`config.mk`:
```
export PLATFORM = sky130hd
export DESIGN_NAME = hdmi_tmds_align
export DESIGN_NICKNAME = d
export VERILOG_FILES = /design/src/rtl/hdmi_tmds_align.sv
export SDC_FILE = /design/constraint.sdc
export NUM_CORES = 1
export LEC_CHECK = 0
export ABC_AREA = 1
export CORE_MARGIN = 8
export CORE_UTILIZATION = 30
export CTS_BUF_LIST = sky130_fd_sc_hd__clkbuf_4 sky130_fd_sc_hd__clkbuf_8
export DETAILED_ROUTE_END_ITERATION = 10
export GPL_ROUTABILITY_DRIVEN = 0
export SLEW_MARGIN = 20
export SYNTH_ARGS = -nofsm -noshare
export SYNTH_HDL_FRONTEND = slang
export SYNTH_SLANG_ARGS = --single-unit
```
`constraint.sdc`:
```
create_clock -name i_clk -period 1.9 [get_ports i_clk]
set_input_delay 0.57 -clock i_clk [delete_from_list [all_inputs] [get_ports i_clk]]
set_output_delay 0.57 -clock i_clk [all_outputs]
set_load 0.02 [all_outputs]
```
`src/rtl/hdmi_tmds_align.sv`:
```
// Per-channel TMDS word aligner and 10b/8b decoder: hunts the ten bit rotations for
// control tokens, locks on one rotation, and decodes aligned symbols.
`timescale 1ns/1ps
module hdmi_tmds_align #(
    parameter int unsigned SYNC_COUNT    = 16,
    parameter int unsigned SEARCH_WINDOW = 4096,
    parameter int unsigned LOCK_TIMEOUT  = 4096
) (
    input  logic       i_clk,
    input  logic       i_reset_n,
    input  logic       i_ce,
    input  logic [9:0] i_word,
    input  logic       i_realign,
    output logic       o_locked,
    output logic [3:0] o_shift,
    output logic       o_de,
    output logic [1:0] o_ctl,
    output logic [7:0] o_data
);

    localparam int unsigned TokW = $clog2(SYNC_COUNT) + 1;
    localparam int unsigned WinW = $clog2(SEARCH_WINDOW) + 1;
    localparam int unsigned ToW  = $clog2(LOCK_TIMEOUT) + 1;

    typedef enum logic {StSearch, StLocked} state_e;

    state_e            state_q, state_d;
    logic [3:0]        shift_q, shift_d;
    logic              skip_q, skip_d;
    logic [TokW-1:0]   tok_cnt_q, tok_cnt_d;
    logic [WinW-1:0]   win_cnt_q, win_cnt_d;
    logic [ToW-1:0]    to_cnt_q, to_cnt_d;
    logic [9:0]        prev_q, aligned_q;
    logic              de_q;
    logic [1:0]        ctl_q;
    logic [7:0]        data_q;

    logic [19:0]       combined;
    logic              is_tok;
    logic [1:0]        tok_ctl;
    logic [7:0]        q_bits, dec;
    logic [TokW-1:0]   tok_inc;
    logic [WinW-1:0]   win_inc;
    logic [ToW-1:0]    to_inc;
    logic [3:0]        shift_next;

    assign combined   = {i_word, prev_q};
    assign shift_next = (shift_q == 4'd9) ? 4'd0 : shift_q + 4'd1;
    assign tok_inc    = (&tok_cnt_q) ? tok_cnt_q : tok_cnt_q + 1'b1;
    assign win_inc    = (&win_cnt_q) ? win_cnt_q : win_cnt_q + 1'b1;
    assign to_inc     = (&to_cnt_q) ? to_cnt_q : to_cnt_q + 1'b1;

    always_comb begin
        is_tok  = 1'b1;
        tok_ctl = 2'b00;
        case (aligned_q)
            10'h354: tok_ctl = 2'b00;
            10'h0AB: tok_ctl = 2'b01;
            10'h154: tok_ctl = 2'b10;
            10'h2AB: tok_ctl = 2'b11;
            default: is_tok = 1'b0;
        endcase
    end

    // Transition-minimised data decode: undo optional inversion, then XOR/XNOR chain.
    always_comb begin
        q_bits = aligned_q[9] ? ~aligned_q[7:0] : aligned_q[7:0];
        dec    = 8'h00;
        dec[0] = q_bits[0];
        for (int i = 1; i < 8; i++) begin
            dec[i] = aligned_q[8] ? (q_bits[i] ^ q_bits[i-1]) : ~(q_bits[i] ^ q_bits[i-1]);
        end
    end

    always_comb begin
        state_d   = state_q;
        shift_d   = shift_q;
        skip_d    = skip_q;
        tok_cnt_d = tok_cnt_q;
        win_cnt_d = win_cnt_q;
        to_cnt_d  = to_cnt_q;
        if (i_ce) begin
            skip_d = 1'b0;
            if (i_realign) begin
                state_d   = StSearch;
                shift_d   = shift_next;
                skip_d    = 1'b1;
                tok_cnt_d = '0;
                win_cnt_d = '0;
                to_cnt_d  = '0;
            end else if (!skip_q) begin
                // The first word after a rotation change was sampled under the old rotation.
                unique case (state_q)
                    StSearch: begin
                        tok_cnt_d = is_tok ? tok_inc : '0;
                        win_cnt_d = win_inc;
                        if (is_tok && tok_inc == TokW'(SYNC_COUNT)) begin
                            state_d   = StLocked;
                            tok_cnt_d = '0;
                            win_cnt_d = '0;
                            to_cnt_d  = '0;
                        end else if (win_cnt_q == WinW'(SEARCH_WINDOW - 1)) begin
                            shift_d   = shift_next;
                            skip_d    = 1'b1;
                            tok_cnt_d = '0;
                            win_cnt_d = '0;
                        end
                    end
                    StLocked: begin
                        if (is_tok) begin
                            to_cnt_d = '0;
                        end else if (to_cnt_q == ToW'(LOCK_TIMEOUT - 1)) begin
                            state_d   = StSearch;
                            tok_cnt_d = '0;
                            win_cnt_d = '0;
                            to_cnt_d  = '0;
                        end else begin
                            to_cnt_d = to_inc;
                        end
                    end
                    default: state_d = StSearch;
                endcase
            end
        end
    end

    always_ff @(posedge i_clk or negedge i_reset_n) begin
        if (!i_reset_n) begin
            state_q   <= StSearch;
            shift_q   <= 4'd0;
            skip_q    <= 1'b0;
            tok_cnt_q <= '0;
            win_cnt_q <= '0;
            to_cnt_q  <= '0;
            prev_q    <= 10'd0;
            aligned_q <= 10'd0;
            de_q      <= 1'b0;
            ctl_q     <= 2'b00;
            data_q    <= 8'h00;
        end else begin
            state_q   <= state_d;
            shift_q   <= shift_d;
            skip_q    <= skip_d;
            tok_cnt_q <= tok_cnt_d;
            win_cnt_q <= win_cnt_d;
            to_cnt_q  <= to_cnt_d;
            if (i_ce) begin
                prev_q    <= i_word;
                aligned_q <= combined[shift_q +: 10];
                if (is_tok) begin
                    de_q  <= 1'b0;
                    ctl_q <= tok_ctl;
                end else begin
                    de_q   <= 1'b1;
                    data_q <= dec;
                end
            end
        end
    end

    assign o_locked = (state_q == StLocked);
    assign o_shift  = shift_q;
    assign o_de     = de_q;
    assign o_ctl    = ctl_q;
    assign o_data   = data_q;

endmodule
```
==> flow_metrics.env <==
export IMPL_synth_top_family_by_area="simple AND/OR/NAND/NOR gates"
export IMPL_clock_sinks=68
export IMPL_synth_edf_count=0
export IMPL_syn_cell_area_um2=4770
export IMPL_area_delta_synth_final_pct=27.7
export IMPL_fin_worst_skew_ps=12.5
export IMPL_fin_cells=969
export IMPL_cts_root_buffer="clkbuf_8"
export IMPL_synth_cell_types=37
export IMPL_synthAdderAreaFrac_pct=2.88
export IMPL_grt_pass1_wl_mm=21.0
export IMPL_power_density_nw_per_um2=955
export IMPL_numCtsBuffers=9
export IMPL_insertion_delay_ps=350
export IMPL_critPathMaxStageDelay_ps=420
export IMPL_seq_area_um2=1700
export IMPL_finalPower_mw=5.82
export IMPL_drive_gt1_share_pct=22.4
export IMPL_path_cells="inv_2, ha_1, nand2_2, nor2_2, nand2_2, nand2_4, nand2_4, nor2_4, nand2_4, nand2_4, nand3_4, buf_12, nand2_1, o21ai_2"
export IMPL_grt_pass1_vias=4319
export IMPL_total_leakage_power_nw=2.91
export IMPL_clock_fmax_mhz=542
export IMPL_period_minus_slack_ps=1850
export IMPL_grt_max_degree=45
export IMPL_antenna_found_initial=0
export IMPL_h_tree_depth=3
export IMPL_arrival_ps=2090
export IMPL_maxCapViolCount=0
export IMPL_synth_nets=695
export IMPL_clock_path_buffers=2
export IMPL_synth_simple_area_share_pct=35.8
export IMPL_worst_pin_slew_ps=385
export IMPL_synth_compound_area_share_pct=13.6
export IMPL_utilization_pct=38.8
export IMPL_num_fill_cells=1639
export IMPL_initial_core_util_pct=30.4
export IMPL_crit_top_cell="nand2_4"
export IMPL_wl_per_cell_um=12.4
export IMPL_clk_pin_slew_ps=90
export IMPL_ioPinCount=30
export IMPL_rsz0062_at_grt="yes"
export IMPL_drt_iter0_markers=315
export IMPL_crit_fanout=10
export IMPL_diodes=0
export IMPL_fp_dieW_um=142
export IMPL_synth_seq_area_share_pct=35.7
export IMPL_critPathSlowestCell="dfrtp_1"
export IMPL_slew_violations=0
export IMPL_cp_end_kind="flip-flop"
export IMPL_first_pass_iters=5
export IMPL_postCtsHoldBufs=0
export IMPL_port_buffers=29
export IMPL_async_reset_ff_share_pct=100
export IMPL_crit_buf_inv=2
export IMPL_ys_seq_elements=68
export IMPL_status="finished, final reports clean"
export IMPL_critPathKind="flip-flop to flip-flop"
export IMPL_grt_usage_pct=12.8
export IMPL_antenna_left=0
export IMPL_dieArea_um2=20200
export IMPL_finalSetupTns_ps=0
export IMPL_hold_path_class="input pin to asynchronous set/reset pin"
export IMPL_synth_xor_area_share_pct=3.67
export IMPL_slew_limit_headroom_pct=74.4
export IMPL_netlist_instances=670
export IMPL_core_region_area_um2=15700
export IMPL_crit_path_start_kind="flip-flop"
export IMPL_dp_slack_ps=-264
export IMPL_die_h_um=142
export IMPL_num_vias=4509
export IMPL_grt_overflow_total=0
export IMPL_cp_data_required_time_ps=2140
export IMPL_fin_ws_ps=54.4
export IMPL_cts_tree="built"
export IMPL_avgSynthCellArea_um2=7.12
export IMPL_critPathTopFamily="simple AND/OR/NAND/NOR gates"
export IMPL_yosys_warnings=0
export IMPL_multi_input_area_um2=2820
export IMPL_via_per_inst=4.65
export IMPL_ir_drop_uv=676
export IMPL_nNetsFinal=773
export IMPL_setup_violations=0
export IMPL_dp_hpwl_mm=8.91
export IMPL_drc=0
export IMPL_wl_mm=12.1
export IMPL_row_count=46
export IMPL_timing_final_crit_share_pct=97.1
export IMPL_ys_flop_type="dfrtp_1"
export IMPL_hold_viol=0
export IMPL_synthMuxAreaShare_pct=0.210
export IMPL_placed_cells=947
## metal layers
| metal | GRT usage, % | share of wire [%] | up-vias |
|---|---|---|---|
| li1 | - | - | 2326 |
| met1 | 15.9 | 47 | 2113 |
| met2 | 21.7 | 49 | 58 |
| met3 | 2.58 | 2.6 | 12 |
| met4 | 4.07 | 1.5 | 0 |
| met5 | 0 | 0 | - |
## worst register-to-register path: cells and delay by family, from the launching register on
family | cells | cell delay (ps)
compound gates | 1 | 50
simple gates | 10 | 890
fa+ha+maj | 1 | 150
flops | 1 | 420
buf+inv | 2 | 240
## Yosys cell counts (all sizes together), types with 11 or more instances
| master | number | area [um^2] |
|---|---|---|
| dfrtp | 68 | 1700 |
| o21ai | 71 | 434 |
| a21oi | 13 | 80.1 |
| nand2 | 221 | 887 |
| inv | 64 | 240 |
| buf | 13 | 95.1 |
| ha | 11 | 138 |
| nor2 | 66 | 318 |
| nand4 | 22 | 144 |
| xnor2 | 11 | 96.3 |
| nand3 | 59 | 313 |
| clkbuf | 15 | 56.3 |
## power by group
part / leakage, nW / internal, mW / switching [mW]
Combinational: 1.94 / 1.15 / 1.49
Clock: 0.0996 / 0.621 / 0.609
Sequential: 0.873 / 1.72 / 0.226
## path summary, 6_finish.rpt
check	start	endpoint	cells after the start	slack [ps]
setup / recovery	aligned_q[4]	to_cnt_q[1]	14	50
hold / removal	i_reset_n	o_data[7]	2	190
setup reg to reg	aligned_q[4]	to_cnt_q[1]	14	50
hold reg to reg	o_data[2]	o_data[2]	2	470
max in group asynchronous	i_reset_n	win_cnt_q[9]	2	1430
min in group i_clk	o_data[2]	o_data[2]	2	470
## repair_timing
| action | CTS | global route |
|---|---|---|
| endpoints found under the setup margin | 17 | 44 |
| cloned | 0 | 1 |
| buffers inserted | 0 | 5 |
| gates resized for setup | 17 | 39 |
| pin swaps | 0 | 8 |
## registers in the layout, indices dropped and copies added (netlist names)
signal and count:
to_cnt_q 13, win_cnt_q 13, aligned_q 10, prev_q 10
o_data 8, tok_cnt_q 5, o_shift 4, o_ctl 2
o_de 1, o_locked 1, skip_q 1
## stage by stage
stage / cell area, um^2 / hold WS (ps)
after floorplan: 4770 / 274
after global placement: 5710 / 460
after detailed placement: 5710 / 467
after CTS: 5890 / 175
after global routing: 6090 / 178
final: 6090 / 185
## logic make-up after synthesis
kind of cell	Yosys count
adder cells (fa/ha/maj)	11
flip-flops	68
AND/OR/NAND/NOR	375
AO/OA/AOI/OAI	103
multiplexers	1
buffers and inverters	92
XOR/XNOR	20
## final cells by class
cell class	count	area share [%]
sequential	68	27.9
timing repair buffer	95	14.3
clock buffer	10	2.16
clock inverter	6	1.07
multi-input combinational	510	46.2
tap	216	4.44
inverter	64	3.94
## cell usage in the layout (no fill, tap or decap), drive strengths merged, types with 2 or more instances in the layout
| cell | count |
|---|---|
| xor2 | 9 |
| nor2 | 66 |
| o21bai | 3 |
| nor3 | 2 |
| buf | 66 |
| nand3 | 59 |
| o211ai | 4 |
| xnor2 | 11 |
| clkinv | 4 |
| a22oi | 4 |
| a21oi | 13 |
| o21ai | 71 |
| inv | 64 |
| ha | 11 |
| nand2 | 221 |
| a31oi | 6 |
| a21o | 2 |
| dfrtp | 68 |
| or2 | 2 |
| nand3b | 3 |
| clkdlybuf4s50 | 12 |
| clkbuf | 11 |
| nand4 | 22 |
| dlygate4sd2 | 16 |
Power figures use the tool's default switching activity.
